===== src/rtl/mod_m_counter_prog.sv =====
// mod_m_counter_prog -- programmable-modulus up/down counter.
//
// Counts 0..term_reg (modulus = term_reg+1) up or down. The terminal value
// is shadowed: term_in is only captured on clr, load or wrap, so a new
// modulus never cuts short a period already in progress. In one-shot mode
// the counter halts at its terminal value until cleared, loaded or reset.
//
// Ports:
//   clk       rising-edge clock
//   reset     asynchronous active-low reset
//   en        count enable
//   up        1 = count up, 0 = count down
//   oneshot   1 = halt at terminal instead of wrapping
//   clr       synchronous clear (highest priority)
//   load      synchronous load of min(load_val, term_in)
//   load_val  load value
//   term_in   requested terminal value (modulus-1)
//   q         count
//   max_tick  q == term_reg
//   min_tick  q == 0
//   carry     terminal event this cycle (combinational, for cascading)
//   done      one-shot halted (registered)
module mod_m_counter_prog #(
  parameter int W     = 4,
  parameter int M_RST = 10
) (
  input  logic         clk,
  input  logic         reset,
  input  logic         en,
  input  logic         up,
  input  logic         oneshot,
  input  logic         clr,
  input  logic         load,
  input  logic [W-1:0] load_val,
  input  logic [W-1:0] term_in,
  output logic [W-1:0] q,
  output logic         max_tick,
  output logic         min_tick,
  output logic         carry,
  output logic         done
);

  // M_RST may be 2^W, so M_RST-1 is formed in int and then truncated.
  localparam logic [W-1:0] TERM_RST = W'(M_RST - 1);

  typedef enum logic {RUN = 1'b0, HALT = 1'b1} state_t;

  state_t       state, state_n;
  logic [W-1:0] term_reg, term_n;
  logic [W-1:0] q_n;
  logic         t_hit;

  always_ff @(posedge clk or negedge reset) begin
    if (!reset) begin
      q        <= '0;
      term_reg <= TERM_RST;
      state    <= RUN;
    end else begin
      q        <= q_n;
      term_reg <= term_n;
      state    <= state_n;
    end
  end

  // Terminal condition follows the current direction input.
  assign t_hit = up ? (q == term_reg) : (q == '0);

  always_comb begin
    q_n     = q;
    term_n  = term_reg;
    state_n = state;
    if (clr) begin
      q_n     = '0;
      term_n  = term_in;
      state_n = RUN;
    end else if (load) begin
      // Loads above the new terminal value saturate to it.
      q_n     = (load_val > term_in) ? term_in : load_val;
      term_n  = term_in;
      state_n = RUN;
    end else if (en && state == RUN) begin
      if (!t_hit) begin
        q_n = up ? q + 1'b1 : q - 1'b1;
      end else if (!oneshot) begin
        // Wrap: this is the only point where a mid-count term_in lands.
        q_n    = up ? '0 : term_in;
        term_n = term_in;
      end else begin
        state_n = HALT;
      end
    end
  end

  assign max_tick = (q == term_reg);
  assign min_tick = (q == '0);
  assign done     = (state == HALT);
  assign carry    = reset & en & (state == RUN) & t_hit & ~clr & ~load;

endmodule


===== config.mk =====
export PLATFORM = sky130hd
export DESIGN_NAME = mod_m_counter_prog
export DESIGN_NICKNAME = d
export VERILOG_FILES = /design/src/rtl/mod_m_counter_prog.sv
export SDC_FILE = /design/constraint.sdc
export NUM_CORES = 1
export LEC_CHECK = 0
export BUFFER_PORTS_ARGS = -buffer_cell sky130_fd_sc_hd__buf_2
export CORE_MARGIN = 5
export CORE_UTILIZATION = 44
export CTS_BUF_LIST = sky130_fd_sc_hd__clkbuf_16
export CTS_CLUSTER_DIAMETER = 200
export CTS_CLUSTER_SIZE = 40
export DETAILED_ROUTE_END_ITERATION = 10
export PLACE_DENSITY = 0.68
export SYNTH_ARGS = -nofsm -noshare
export SYNTH_HDL_FRONTEND = slang
export SYNTH_SLANG_ARGS = --single-unit

===== constraint.sdc =====
create_clock -name clk -period 3.2 [get_ports clk]
set_input_delay 0.48 -clock clk [delete_from_list [all_inputs] [get_ports clk]]
set_output_delay 0.48 -clock clk [all_outputs]
set_load 0.01 [all_outputs]

# Word level (Yosys, flattened, before mapping)
# Index checks and enable logic that the tools add are counted.
[word_totals]
register_bits = 9
in_bits = 15
output_inout_bits = 8
word_cells = 44
[classes]
n_addsub = 2
magnitude_cmp = 1
eq_ne = 3
n_mux = 19
bitwise = 8
n_reduce_logical = 8
[op_table]
columns = ["op", "count"]
rows = [
  ["two-way mux 4 bit", 13],
  ["nonzero test 3 bit", 3],
  ["two-way mux 1 bit", 6],
  ["AND reduction 3 bit", 2],
  ["AND 1 bit", 5],
  ["adder 4 x 1 -> 4 bit (second input constant)", 1],
  ["== test 4 bit", 1],
  ["greater-than comparator 4 bit", 1],
  ["zero test 4 bit", 1],
  ["!= test 4 bit (second input constant)", 1],
  ["subtractor 4 x 1 -> 4 bit (second input constant)", 1],
  ["!= test 3 x 1 -> 1 bit (second input constant)", 1],
  ["inverter 1 bit", 3],
  ["AND reduction 2 bit", 1],
  ["logical AND 1 bit", 1],
]

# Depth between registers and ports, before layout
[logic_depth]
ltp_word = 6
ltp_mapped = 8
depth_no_buf = 8

# Worst setup path after synthesis
# Ideal clock, no wire load.
[synth_timing]
path_kind = "input port to flip-flop"
start = "in term_in[2]"
end = "reg q[0]"
setup_time_ns = 0.132
arrival_ns = 1.906
t_required_ns = 3.068
slack_ns = 1.162
cell_stages = 8
path_buffers = 0
path_cell_list = "inv_1 > ha_1 > a21oi_1 > nor2b_1 > o32a_1 > mux2_2 > a211oi_1 > a211oi_1"
[synth_via]
elab_chain_cells = 4
[synth_rtl]
columns = ["item", "line_no", "text"]
rows = [
  ["start, declared", "35", "input logic [W-1:0] term_in,"],
  ["greater-than comparator 4 bit", "78", "q_n = (load_val > term_in) ? term_in : load_val;"],
  ["two-way mux 4 bit", "78", ""],
  ["two-way mux 4 bit", "76", "end else if (load) begin"],
  ["two-way mux 4 bit", "72", "if (clr) begin"],
  ["end signal, assigned", "59", "q <= q_n;"],
  ["end, declared", "36", "output logic [W-1:0] q,"],
]
# No other way between the ends.
# A chain may end at the register's enable or synchronous reset.

# Final worst setup path
[layout_timing]
start = "reg q[1]"
end = "out carry"
[layout_via]
elab_chain_cells = 5
elab_cells_between_ends = 6
cone_classes = "eq/ne: 1; mux: 1; bitwise: 3; reduce/logical: 1"
[layout_rtl]
columns = ["item", "line_no", "text"]
rows = [
  ["== test 4 bit or zero test 4 bit (tied branches)", "66", "assign t_hit = up ? (q == term_reg) : (q == '0);"],
  ["two-way mux 1 bit (*)", "66", ""],
  ["AND 1 bit (*) (3 in series)", "97", "assign carry = reset & en & (state == RUN) & t_hit & ~clr & ~load;"],
  ["end, declared", "39", "output logic carry,"],
]
# Every way passes the cells marked *; elsewhere a longest branch is shown, timed or not.

==> impl_metrics.yaml <==
grt:
  overflow: 0
  grt_pass1_vias: 771
  grtUsageTotal_pct: 17.6
  grt_pass1_wl_mm: 3.55
  grt_start_max_net_pins: 11
  antenna_found_initial: 0
detailed_routing:
  wl_per_cell_um: 15.4
  first_iter_violations: 22
  drt_first_pass_iters: 4
  drc_errors: 0
  routed_wl_mm: 2.10
  vias_per_cell: 5.46
  ant_nets: 0
  vias: 742
cts:
  cts_resized: 0
  cts.sinks: 9
  cts.clk_slew.worst_paths_ns: 0.04
  postCtsSetupBuffers: 0
  cts_buffers: 3
  root_buffer: "clkbuf_16"
  cts_tree: "yes"
  hold_buffers: 0
  worstSkewPairLatency_ns: 0.24
  clock_path_buffers: 2
  h-tree-depth: 1
critical_path:
  reg2reg_setup_slack_ns: 1.16
  endpoint_kind: "output port"
  cp_data_required_time_ns: 2.72
  cp-endpoint: "carry"
  worst-path-max-fanout: 5
  r2r-start: "q[1]"
  reg2regPathDepth: 5
  worstSetupPathType: "register to output port"
  r2r_end: "term_reg[1]"
  startpoint: "q[1]"
  critPathLaunchType: "register"
  crit_arrival_ns: 1.91
logic_synthesis:
  yosys_warnings: 0
  synthCells: 85
  syn-num-nets: 107
  synthFlopType: "dfrtp_1"
  synth_top_area_share_pct: 21.4
  postSynth.asyncResetShare_pct: 100
  synth-seq-cells: 9
  synth_edf_count: 0
  synth_cell_types: 36
  syn_avg_cell_area_um2: 9.64
  synth_top_area_cell: "dfrtp_1"
  ys_seq_area_share_pct: 27.8
  synth_common_cells: "9 x inv_1, 8 x nand2_1, 7 x dfrtp_1"
  syn_area_um2: 820
  synthMostInstantiatedCell: "inv_1"
  synth_area_leaders: "dfrtp_1 21%, ha_1 9.2%, dfstp_2 6.4%, mux2_1 5.5%, mux2_2 5.5%"
timing:
  max_slew_margin_pct: 77.3
  worstMarginPinSlew_ns: 0.340
  setup_viol: 0
  hold_violations: 0
  skew_ns: 0.00309
  layout_min_cycle_time_ns: 2.39
  final_max_slew_viol_count: 0
  fmax_ghz: 0.418
  fin_setup_tns_ns: 0
  period_share_pct: 74.7
  rsz0062_at_grt: "no"
placement:
  portBuffers: 22
  routabilityCongestion: 0.855
  dp_hpwl_mm: 1.69
  placed_cells_incl_taps: 132
worst_hold_path:
  hp-class: "input port to async pin"
power:
  p_seq_share_pct: 27.6
  switching_share_pct: 31.0
  p_per_area_nw_per_um2: 508
  p_leak_nw: 0.507
  peakVddDrop_v: 0.000288
  combPwrFrac_pct: 30.5
  p_int_w: 0.000365
  power.share.clock_pct: 41.9
  switchingPower_w: 0.000164
die:
  die_w_um: 53.2
  die_area_um2: 2830
  io_pins: 23
  chipHeight_um: 53.2
  num_rows: 15
  coreArea_um2: 1750
  start_util_pct: 47.0
layout:
  diodes: 0
  flow.area_growth_from_synthesis_pct: 26.9
  layout-drive-gt1-share_pct: 35.1
  finalNonFillerCells: 136
  utilization_pct: 59.6
  fillers: 169
  final_net_count: 134
outcome:
  outcome: "finished, final reports clean"
run:
  cap_violations: 0
-- how the worst min path moves through the flow --
stage | to | startpoint | cells after the start | slack [ns]
2_1_floorplan | done | reset | 0 | 0.18
3_3_place_gp | term_reg[1] | reset | 1 | 0.35
3_5_place_dp | term_reg[1] | reset | 1 | 0.35
4_1_cts | q[3] | reset | 1 | 0.1
5_1_grt | term_reg[1] | reset | 1 | 0.11
6_report | q[3] | reset | 1 | 0.09
-- cell families after synthesis --
family / Yosys count / share of synthesized area (%)
and+or+nand+nor: 28 / 20.3
AOI/OAI and AO/OA: 18 / 18.8
buffers and inverters: 9 / 4.12
DFF: 9 / 27.8
muxes: 8 / 11.0
adders and majority gates: 7 / 11.6
xor gates and xnor gates: 6 / 6.41
-- cell usage in the layout, fill, tap and decap left out, types with 2 or more instances in the layout --
master / netlist / routed
buf_2: 0 / 22
inv_1: 9 / 10
nand2_1: 8 / 8
dfrtp_1: 7 / 7
ha_1: 6 / 6
xor2_1: 4 / 4
nor2_1: 4 / 4
mux2_1: 4 / 4
mux2_2: 4 / 4
a211oi_1: 4 / 4
nor2b_1: 3 / 3
clkbuf_16: 0 / 3
nor3_1: 2 / 2
a21oi_1: 2 / 2
a31oi_1: 2 / 2
xnor2_1: 2 / 2
a22oi_1: 2 / 2
dfstp_2: 2 / 2
-- worst max-delay path, stage by stage, from the launching register on --
cell and delay (ns):
dfrtp_1 0.46, xor2_1 0.22, nor4_4 0.38, and2_4 0.22, or2_2 0.12, and3_1 0.14, buf_2 0.13
-- per-layer routing --
layer  vias to the layer above  track usage (%)  share of wire, %
li1                        363                -                 -
met1                       344             22.1                45
met2                        28             28.7                47
met3                         7             2.25               5.4
met4                         0             10.2               2.8
met5                         -                0                 0
-- power groups by stage --
stage | Clock, W | Sequential, W | Combinational [W]
after floorplan | 0 | 0.000145 | 0.000110
after global placement | 0 | 0.000146 | 0.000157
after detailed placement | 0 | 0.000147 | 0.000161
after CTS | 0.000222 | 0.000145 | 0.000163
after global routing | 0.000230 | 0.000147 | 0.000180
final | 0.000222 | 0.000146 | 0.000161
-- final cells by class --
type,count,area (um2),area share (%)
multi-input cells,67,558,53.7
repair buffers,22,110,10.6
clock inverters,1,3.75,0.361
clock buffers,3,75.1,7.22
flip-flops and latches,9,228,21.9
well taps,25,31.3,3.01
inverters,9,33.8,3.25
-- through the flow --
step | setup slack (ns) | hold WS (ns) | instance area [um2] | total power (W)
floorplan | 1.16 | 0.184 | 820 | 0.000254
CTS | 0.795 | 0.0982 | 1040 | 0.000530
detailed placement | 0.869 | 0.350 | 961 | 0.000308
finish | 0.808 | 0.0944 | 1040 | 0.000529
global route | 0.725 | 0.111 | 1040 | 0.000557
global placement | 0.963 | 0.349 | 961 | 0.000304
Power figures use the tool's default switching activity.
